## config.mk

```make
export PLATFORM = sky130hd
export DESIGN_NAME = frame_former_scheduler_flat
export DESIGN_NICKNAME = d
export VERILOG_FILES = /design/src/rtl/frame_former_scheduler_if.sv /design/src/rtl/frame_former_scheduler.sv /design/src/flat_wrapper.sv
export SDC_FILE = /design/constraint.sdc
export NUM_CORES = 1
export LEC_CHECK = 0
export ABC_AREA = 1
export CORE_MARGIN = 1.5
export CORE_UTILIZATION = 38
export CTS_CLUSTER_SIZE = 14
export DETAILED_ROUTE_END_ITERATION = 10
export PLACE_DENSITY = 0.77
export SYNTH_ARGS = -nofsm -noshare
export SYNTH_HDL_FRONTEND = slang
export SYNTH_SLANG_ARGS = --single-unit
```

## constraint.sdc

```tcl
create_clock -name ACLK -period 1.8 [get_ports ACLK]
set_clock_uncertainty 0.2 [all_clocks]
set_input_delay 0.45 -clock ACLK [delete_from_list [all_inputs] [get_ports ACLK]]
set_output_delay 0.45 -clock ACLK [all_outputs]
set_load 0.1 [all_outputs]
```

## src/rtl/frame_former_scheduler_if.sv

```systemverilog
// AXI-Stream beat channel from the frame-former scheduler to the Ethernet framer.
// The scheduler drives the master side; the framer only returns tready.
interface frame_former_scheduler_if #(
    parameter int DATA_WIDTH = 64
) ();
    logic [DATA_WIDTH-1:0] tdata;
    logic [7:0]            tkeep;
    logic                  tvalid;
    logic                  tlast;
    logic                  tready;

    modport master (output tdata, tkeep, tvalid, tlast, input tready);
    modport slave  (input tdata, tkeep, tvalid, tlast, output tready);
endinterface

```

## src/rtl/frame_former_scheduler.sv

```systemverilog
// Round-robin scheduler that drains NUM_SRC frame-former buffers, one frame at a time,
// into a single registered AXI-Stream port.
//
// state     | meaning
// ----------+--------------------------------------------------------------
// ST_IDLE   | no frame open; arbitrate among eligible sources
// ST_STREAM | frame open on grant_id; pop and forward beats until tlast is taken
module frame_former_scheduler #(
    parameter int NUM_SRC         = 2,
    parameter int DATA_WIDTH      = 64,
    parameter int LVL_W           = 7,
    parameter int START_THRESH    = 8,
    parameter int MAX_FRAME_BEATS = 16,
    parameter int IDLE_TIMEOUT    = 32,
    localparam int GW             = (NUM_SRC > 1) ? $clog2(NUM_SRC) : 1
) (
    input  logic                          ACLK,
    input  logic                          ARESETN,
    input  logic [NUM_SRC*DATA_WIDTH-1:0] src_data,
    input  logic [NUM_SRC*LVL_W-1:0]      src_level,
    output logic [NUM_SRC-1:0]            src_pop,
    frame_former_scheduler_if.master      M_AXIS,
    output logic [GW-1:0]                 grant_id,
    output logic                          busy,
    output logic [15:0]                   frame_count
);
    localparam int WCW = $clog2(IDLE_TIMEOUT + 1);
    localparam int BCW = $clog2(MAX_FRAME_BEATS + 1);
    localparam logic [LVL_W-1:0] THRESH    = LVL_W'(START_THRESH);
    localparam logic [WCW-1:0]   WAIT_MAX  = WCW'(IDLE_TIMEOUT);
    localparam logic [BCW-1:0]   BEAT_LAST = BCW'(MAX_FRAME_BEATS - 1);
    localparam logic [GW-1:0]    RR_INIT   = GW'(NUM_SRC - 1);

    typedef enum logic {ST_IDLE, ST_STREAM} state_t;

    state_t                state;
    logic [LVL_W-1:0]      lvl      [NUM_SRC];
    logic [DATA_WIDTH-1:0] dat      [NUM_SRC];
    logic [WCW-1:0]        wait_cnt [NUM_SRC];
    logic [NUM_SRC-1:0]    eligible;
    logic [GW-1:0]         rr_ptr;
    logic [GW-1:0]         pick_idx;
    logic                  pick_valid;
    logic [BCW-1:0]        beat_cnt;
    logic                  last_loaded;
    logic                  load;
    logic                  close_frame;
    logic [DATA_WIDTH-1:0] tdata_q;
    logic                  tvalid_q;
    logic                  tlast_q;

    genvar gi;
    for (gi = 0; gi < NUM_SRC; gi++) begin : g_src
        assign lvl[gi]      = src_level[gi*LVL_W +: LVL_W];
        assign dat[gi]      = src_data[gi*DATA_WIDTH +: DATA_WIDTH];
        assign eligible[gi] = (lvl[gi] >= THRESH) ||
                              ((lvl[gi] != '0) && (wait_cnt[gi] == WAIT_MAX));
    end

    // Scan from rr_ptr+1 upward; iterating downward lets the nearest candidate win.
    always_comb begin
        pick_valid = 1'b0;
        pick_idx   = '0;
        for (int k = NUM_SRC; k >= 1; k--) begin
            int idx;
            idx = int'(rr_ptr) + k;
            if (idx >= NUM_SRC) idx = idx - NUM_SRC;
            if (eligible[idx]) begin
                pick_valid = 1'b1;
                pick_idx   = GW'(idx);
            end
        end
    end

    assign load = (state == ST_STREAM) && (!tvalid_q || M_AXIS.tready) &&
                  !last_loaded && (lvl[grant_id] != '0);
    assign close_frame = (beat_cnt == BEAT_LAST) || (lvl[grant_id] == LVL_W'(1));

    always_comb begin
        src_pop = '0;
        if (load) src_pop[grant_id] = 1'b1;
    end

    always_ff @(posedge ACLK or negedge ARESETN) begin
        if (!ARESETN) begin
            for (int i = 0; i < NUM_SRC; i++) wait_cnt[i] <= '0;
        end else begin
            for (int i = 0; i < NUM_SRC; i++) begin
                if ((lvl[i] == '0) || ((state == ST_STREAM) && (grant_id == GW'(i))))
                    wait_cnt[i] <= '0;
                else if (wait_cnt[i] != WAIT_MAX)
                    wait_cnt[i] <= wait_cnt[i] + 1'b1;
            end
        end
    end

    always_ff @(posedge ACLK or negedge ARESETN) begin
        if (!ARESETN) begin
            state       <= ST_IDLE;
            grant_id    <= '0;
            rr_ptr      <= RR_INIT;
            beat_cnt    <= '0;
            last_loaded <= 1'b0;
            tdata_q     <= '0;
            tvalid_q    <= 1'b0;
            tlast_q     <= 1'b0;
            busy        <= 1'b0;
            frame_count <= '0;
        end else begin
            case (state)
                ST_IDLE: begin
                    if (pick_valid) begin
                        grant_id <= pick_idx;
                        beat_cnt <= '0;
                        busy     <= 1'b1;
                        state    <= ST_STREAM;
                    end
                end
                ST_STREAM: begin
                    // tlast in flight implies last_loaded, so frame close and load never coincide
                    if (tvalid_q && M_AXIS.tready && tlast_q) begin
                        frame_count <= frame_count + 16'd1;
                        rr_ptr      <= grant_id;
                        last_loaded <= 1'b0;
                        tvalid_q    <= 1'b0;
                        tlast_q     <= 1'b0;
                        busy        <= 1'b0;
                        state       <= ST_IDLE;
                    end else if (load) begin
                        tdata_q     <= dat[grant_id];
                        tvalid_q    <= 1'b1;
                        beat_cnt    <= beat_cnt + 1'b1;
                        tlast_q     <= close_frame;
                        last_loaded <= close_frame;
                    end else if (tvalid_q && M_AXIS.tready) begin
                        tvalid_q <= 1'b0;
                    end
                end
                default: state <= ST_IDLE;
            endcase
        end
    end

    assign M_AXIS.tdata  = tdata_q;
    assign M_AXIS.tkeep  = 8'hFF;
    assign M_AXIS.tvalid = tvalid_q;
    assign M_AXIS.tlast  = tlast_q;
endmodule

```

## src/flat_wrapper.sv

```systemverilog
// flat-port wrapper written by rule: the top's interface ports become plain ports
module frame_former_scheduler_flat 
#(
    parameter int NUM_SRC         = 2,
    parameter int DATA_WIDTH      = 64,
    parameter int LVL_W           = 7,
    parameter int START_THRESH    = 8,
    parameter int MAX_FRAME_BEATS = 16,
    parameter int IDLE_TIMEOUT    = 32,
    localparam int GW             = (NUM_SRC > 1) ? $clog2(NUM_SRC) : 1
)
  (ACLK, ARESETN, src_data, src_level, src_pop, grant_id, busy, frame_count, M_AXIS_tdata, M_AXIS_tkeep, M_AXIS_tvalid, M_AXIS_tlast, M_AXIS_tready);
  frame_former_scheduler_if #(.DATA_WIDTH(DATA_WIDTH)) M_AXIS_i ();
  input  logic ACLK;
  input  logic ARESETN;
  input  logic [NUM_SRC*DATA_WIDTH-1:0] src_data;
  input  logic [NUM_SRC*LVL_W-1:0] src_level;
  output logic [NUM_SRC-1:0] src_pop;
  output logic [GW-1:0] grant_id;
  output logic busy;
  output logic [15:0] frame_count;
  output wire logic [$bits(M_AXIS_i.tdata)-1:0] M_AXIS_tdata;
  output wire logic [$bits(M_AXIS_i.tkeep)-1:0] M_AXIS_tkeep;
  output wire logic [$bits(M_AXIS_i.tvalid)-1:0] M_AXIS_tvalid;
  output wire logic [$bits(M_AXIS_i.tlast)-1:0] M_AXIS_tlast;
  input wire logic [$bits(M_AXIS_i.tready)-1:0] M_AXIS_tready;
  assign M_AXIS_tdata = M_AXIS_i.tdata;
  assign M_AXIS_tkeep = M_AXIS_i.tkeep;
  assign M_AXIS_tvalid = M_AXIS_i.tvalid;
  assign M_AXIS_tlast = M_AXIS_i.tlast;
  assign M_AXIS_i.tready = M_AXIS_tready;
  frame_former_scheduler #(.NUM_SRC(NUM_SRC), .DATA_WIDTH(DATA_WIDTH), .LVL_W(LVL_W), .START_THRESH(START_THRESH), .MAX_FRAME_BEATS(MAX_FRAME_BEATS), .IDLE_TIMEOUT(IDLE_TIMEOUT)) u_core (.ACLK(ACLK), .ARESETN(ARESETN), .src_data(src_data), .src_level(src_level), .src_pop(src_pop), .M_AXIS(M_AXIS_i), .grant_id(grant_id), .busy(busy), .frame_count(frame_count));
endmodule
```

==> reports/results.ini <==
[clock_network]
clockBufferDepth=2
worstSkewPairLatency_ns=0.35
h-tree-depth=3
cts.sinks=103
path_clk_slew_ns=0.07
clockRootBuffer=clkbuf_16
cts_tree=built
cts_buffers=9

[worst_setup_path]
worst_setup_path_start_kind=register
path_cells=buf_8 > o21ai_4 > nand3_4 > nand2_4 > nor2_4 > buf_12
worst_r2r_path_depth=10
rr_startpoint=u_core.grant_id$_DFFE_PN0P_
r2r-end=u_core.M_AXIS.tdata[15]$_DFFE_PN0P_
crit_path_start=u_core.grant_id$_DFFE_PN0P_
cp.arrival_ns=1.66
critPathSlowestCell=dfrtp_4
critPathKind=reg -> out
required_ns=1.15
cp-end-kind=output pin
cp-endpoint=src_pop[1]
cpPeakStageDelay_ns=0.54
worstPathMaxFanout=6
ff2ff_setup_slack_ns=-0.35

[synth]
synth_warnings=0
synthCells=752
ys_types=33
yosys.area.top_type=dfrtp_1
synth_area_per_cell_um2=7.21
synth.top_cell.area_share_pct=47.1
syn_area_mm2=0.00542
yosys-top-cells-area=dfrtp_1, nand2_1, inv_1
yosysSeqAreaShare_pct=47.5
synth_seq_cells=103

[floorplanning]
rows=43
dieWidth_um=122
ios=239
die_h_um=122
core_area_mm2=0.0139
die-area_mm2=0.0150
initial_utilization_pct=39.1

[sta]
setup_viol=74
drv_slew=0
finalHoldViolations=0
period_needed_ns=2.31
setup_slack_ns=-0.510
rsz0062_at_grt=yes
maxSlewHeadroom_pct=65.0
tightest_slew_ns=0.525
post-route-period-util_pct=128
maxClockFrequency_ghz=0.433

[global_routing]
grt_pass1_vias=5814
antenna_found_initial=0
grt_start_max_net_pins=66
globalRouteTotalUtil_pct=25.1
grt_first_pass_wirelength_mm=28.6
grt_overflow_total=0

[detailed_routing]
drc=0
drtAntennaViolNets=0
wl_per_cell_um=14.8
dr.pass1.iters=5
wirelength_mm=18.2
vias_per_cell=4.69
vias=5762
drtIter0Drc=274

[placement]
hpwlAfterDp_mm=11.6
dp_slack_ns=-0.639
port_buffers=230
globalplace.congestion=0.813

[outcome]
status=complete, but fails checks
violations=setup timing

[pwr]
p_per_area_mw_per_mm2=2150
power_mw=21.8
peakVddDrop_uv=1340
p_leak_nw=5.19

[min_path]
hold_path_class=in -> async

[layout]
fillers=1015
nNetsFinal=1197
diodes=0
drive_gt1_share_pct=23.9
area_delta_synth_final_pct=86.9
final_core_util_pct=73.0

[job]
maxCapViolations=0

-- critical path, delay by kind of cell, from the launching register on --
family	cells	cell delay [ns]
buf+inv	2	0.32
simple gates	3	0.24
compound gates	1	0.19
flops	1	0.54
-- cell usage after synthesis, drive strengths merged --
library cell	n
nand2	454
nand3	18
a21oi	5
buf	33
and2	1
a211oi	1
inv	37
a21boi	1
dfrtp	102
ha	7
nand4	3
o31ai	1
and3	1
xnor2	6
nor2	38
nor3b	3
clkbuf	4
nor3	9
xor2	13
dfstp	1
o21ai	13
conb	1
-- registers in the layout, indices dropped and copies added (netlist names) --
| signal | flops |
|---|---|
| u_core.busy | 1 |
| u_core.frame_count | 16 |
| u_core.rr_ptr | 1 |
| u_core.last_loaded | 1 |
| u_core.beat_cnt | 5 |
| u_core.grant_id | 1 |
| u_core.M_AXIS.tvalid | 1 |
| u_core.M_AXIS.tdata | 64 |
| u_core.wait_cnt | 12 |
| u_core.state | 1 |
-- timing repair --
item	in CTS	in global routing
setup buffers	30	5
gates cloned	10	0
resized for setup	64	40
hold endpoints to repair	10	0
hold buffers	1	0
setup endpoints to repair	76	94
pin swaps	18	14
-- metrics by stage --
| step | hold WS, ns | setup TNS [ns] | area, um^2 | std cells |
|---|---|---|---|---|
| after detailed placement | 0.124 | -51.49 | 9080 | 1176 |
| after floorplan | -0.0456 | -4.50 | 5530 | 759 |
| after CTS | 0.302 | -15.48 | 10100 | 1230 |
| after global routing | 0.324 | -26.66 | 10100 | 1229 |
| after global placement | 0.122 | -44.37 | 9080 | 1176 |
| final | 0.308 | -20.86 | 10100 | 1229 |
-- power by group --
group	switching, mW	internal [mW]
clock network	0.843	1.11
registers	1.05	3.29
logic	9.44	6.10
-- cells by family after synthesis --
family	synth area share, %
AND/OR/NAND/NOR	38.2
flip-flops	47.5
buffers and inverters	7.36
AO/OA/AOI/OAI	2.17
XOR/XNOR	3.07
adder cells (fa/ha/maj)	1.61
other	0.0691
-- layout make-up --
class | instances | area [um^2] | share of cell area (%)
repair buffers | 312 | 4190 | 41.3
multi-input cells | 582 | 2670 | 26.3
flip-flops and latches | 103 | 2620 | 25.8
clock buffers | 14 | 254 | 2.51
well taps | 180 | 225 | 2.22
inverters | 37 | 154 | 1.52
clock inverters | 1 | 30.0 | 0.296
-- cell usage in the layout (no fill, tap or decap), types with 8 or more instances in the layout --
cell type	instances
nand2_1	440
nand2_2	8
conb_1	8
buf_4	51
clkdlybuf4s50_1	130
nor2_4	9
nor2_1	25
nand3_1	15
clkbuf_16	9
o21ai_0	8
xor2_1	13
inv_1	30
buf_12	101
dfrtp_2	12
dfrtp_1	84
-- routing by layer --
layer | share of wire, % | track usage, % | vias up
met4 | 1.9 | 9.88 | 0
met3 | 6.2 | 6.83 | 27
met5 | 0 | 0 | -
li1 | - | - | 2854
met2 | 53 | 45.5 | 196
met1 | 38 | 27.8 | 2685
-- how the worst min path moves through the flow --
| stage | startpoint | end | slack (ns) | depth (start not counted) |
|---|---|---|---|---|
| after floorplan | ARESETN | u_core.M_AXIS.tdata[0]$_DFFE_PN0P_ | -0.05 | 0 |
| after global placement | ARESETN | u_core.wait_cnt[2]$_DFFE_PN0P_ | 0.12 | 1 |
| after detailed placement | ARESETN | u_core.wait_cnt[2]$_DFFE_PN0P_ | 0.12 | 1 |
| after CTS | ARESETN | u_core.wait_cnt[1]$_DFFE_PN0P_ | 0.30 | 2 |
| after global routing | ARESETN | u_core.grant_id$_DFFE_PN0P_ | 0.32 | 2 |
| final | ARESETN | u_core.beat_cnt[4]$_DFFE_PN0P_ | 0.31 | 2 |
Note: power is estimated with default switching activity, not from simulation.
==> RTL change (same settings) <==
`LVL_W` is set to 7 in 2 places; all go to 14.
--- a/src/rtl/frame_former_scheduler.sv
+++ b/src/rtl/frame_former_scheduler.sv
@@ -8,7 +8,7 @@
 module frame_former_scheduler #(
     parameter int NUM_SRC         = 2,
     parameter int DATA_WIDTH      = 64,
-    parameter int LVL_W           = 7,
+    parameter int LVL_W           = 14,
     parameter int START_THRESH    = 8,
     parameter int MAX_FRAME_BEATS = 16,
     parameter int IDLE_TIMEOUT    = 32,
--- a/src/flat_wrapper.sv
+++ b/src/flat_wrapper.sv
@@ -3,7 +3,7 @@
 #(
     parameter int NUM_SRC         = 2,
     parameter int DATA_WIDTH      = 64,
-    parameter int LVL_W           = 7,
+    parameter int LVL_W           = 14,
     parameter int START_THRESH    = 8,
     parameter int MAX_FRAME_BEATS = 16,
     parameter int IDLE_TIMEOUT    = 32,
Interface: changed (resized src_level); port bits go from 239 to 253. The function was not compared with the original's and may differ.
==> RTL change against the unedited design <==
  * The flow still finishes with violations (negative setup slack)
  * Total power grew 11%
  * Sequential cell count is the same
  * Utilization grew 6.6 points
  * Synthesized area shrank 0.46%
  * Non-clock buffer count grew 46
  * First-iteration DRC count grew 19%
  * Count of clock-buffer cells in the layout shrank 3
  * Design area grew 9.0%
  * Critical path depth grew 9
  * Worst setup slack lost 0.18 ns
  * Combinational power grew 13%
  * Die area shrank 0.45%
  * Routed wire length grew 15%
  * Critical path type is now flip-flop to flip-flop
  * Largest power group unchanged
==> RTL change: results (changes against the unedited design) <==
| Metric | Value |
|---|---|
| Inverters | 29 (was 37) |
| P&R area growth vs syn | 105% (was 86.9%) |
| Seq area share | 23.7% (was 25.8%) |
| Main area contributors after synthesis | dfrtp_1, nand2_1, nor2_1, xor2_1, nand3_1 (was dfrtp_1, nand2_1, inv_1, nor2_1, buf_4) |
| Critical Path AT | 2.56 ns (was 1.66 ns) |
| Count of multi-input gates | 594 (was 582) |
| Routed length per instance | 16.3 um (was 14.8 um) |
| VDD IR max | 0.00191 V (was 0.00134 V) |
| Clock buf count | 11 (was 14) |
| Pre-CTS WS | -0.699 ns (was -0.639 ns) |
| Adder-cell share of the synthesized area | 1.62% (was 1.61%) |
| Pint | 0.0117 W (was 0.0105 W) |
| Reg-to-reg critical path endpoint | u_core.last_loaded$_DFFE_PN0P_ (was u_core.M_AXIS.tdata[15]$_DFFE_PN0P_) |
| Most frequent cells after synthesis | nand2_1, dfrtp_1, nor2_1, inv_1, nand3_1 (was nand2_1, dfrtp_1, inv_1, nor2_1, nand3_1) |
| Leakage | 5.52 nW (was 5.19 nW) |
| Placed Area | 9170 um^2 (was 9080 um^2) |
| Clock-cell share of area | 3.15% (was 2.80%) |
| Routability congestion estimate | 0.792 (was 0.813) |
| Worst setup margin | -0.688 ns (was -0.510 ns) |
| Delay-heaviest family, CP | buffers and inverters (was flip-flops) |
| Final setup fails | 82 (was 74) |
| 1st-iter DRT viols | 326 (was 274) |
| Violated checks | negative setup slack (unchanged) |
| Mapped Avg Cell Area | 7.15 um^2 (was 7.21 um^2) |
| All-Layer GR Usage | 26.9% (was 25.1%) |
| Run status | finished, violations left (unchanged) |
| R2R setup slack | -0.69 ns (was -0.35 ns) |
| Sequential fraction of the synthesis area | 47.8% (was 47.5%) |
==> RTL change: timing repair <==
action                                  CTS  global route
endpoints found under the hold margin    20             0
setup buffers                            43            24
gates cloned                             16             0
hold buffers                              1             0
resized for setup                       183            83
pin swaps                                72            17
endpoints found under the setup margin   84            89
==> RTL change: power by group through the flow <==
stage | sequential, W | combinational (W) | clock [W]
after global routing | 0.00461 | 0.0183 | 0.00241
final | 0.00451 | 0.0175 | 0.00230
after CTS | 0.00445 | 0.0170 | 0.00232
after detailed placement | 0.00439 | 0.0142 | 0
after global placement | 0.00436 | 0.0140 | 0
after floorplan | 0.00958 | 0.00340 | 0
==> RTL change: layer usage <==
layer	global-route usage, %	wire length (um)	part of all wire, %	up-vias
met1	30.8	7960	38	2941
met2	48.3	11000	53	239
met4	8.58	469	2.2	0
met5	0	0	0	-
li1	-	-	-	2980
met3	7.87	1490	7.1	38
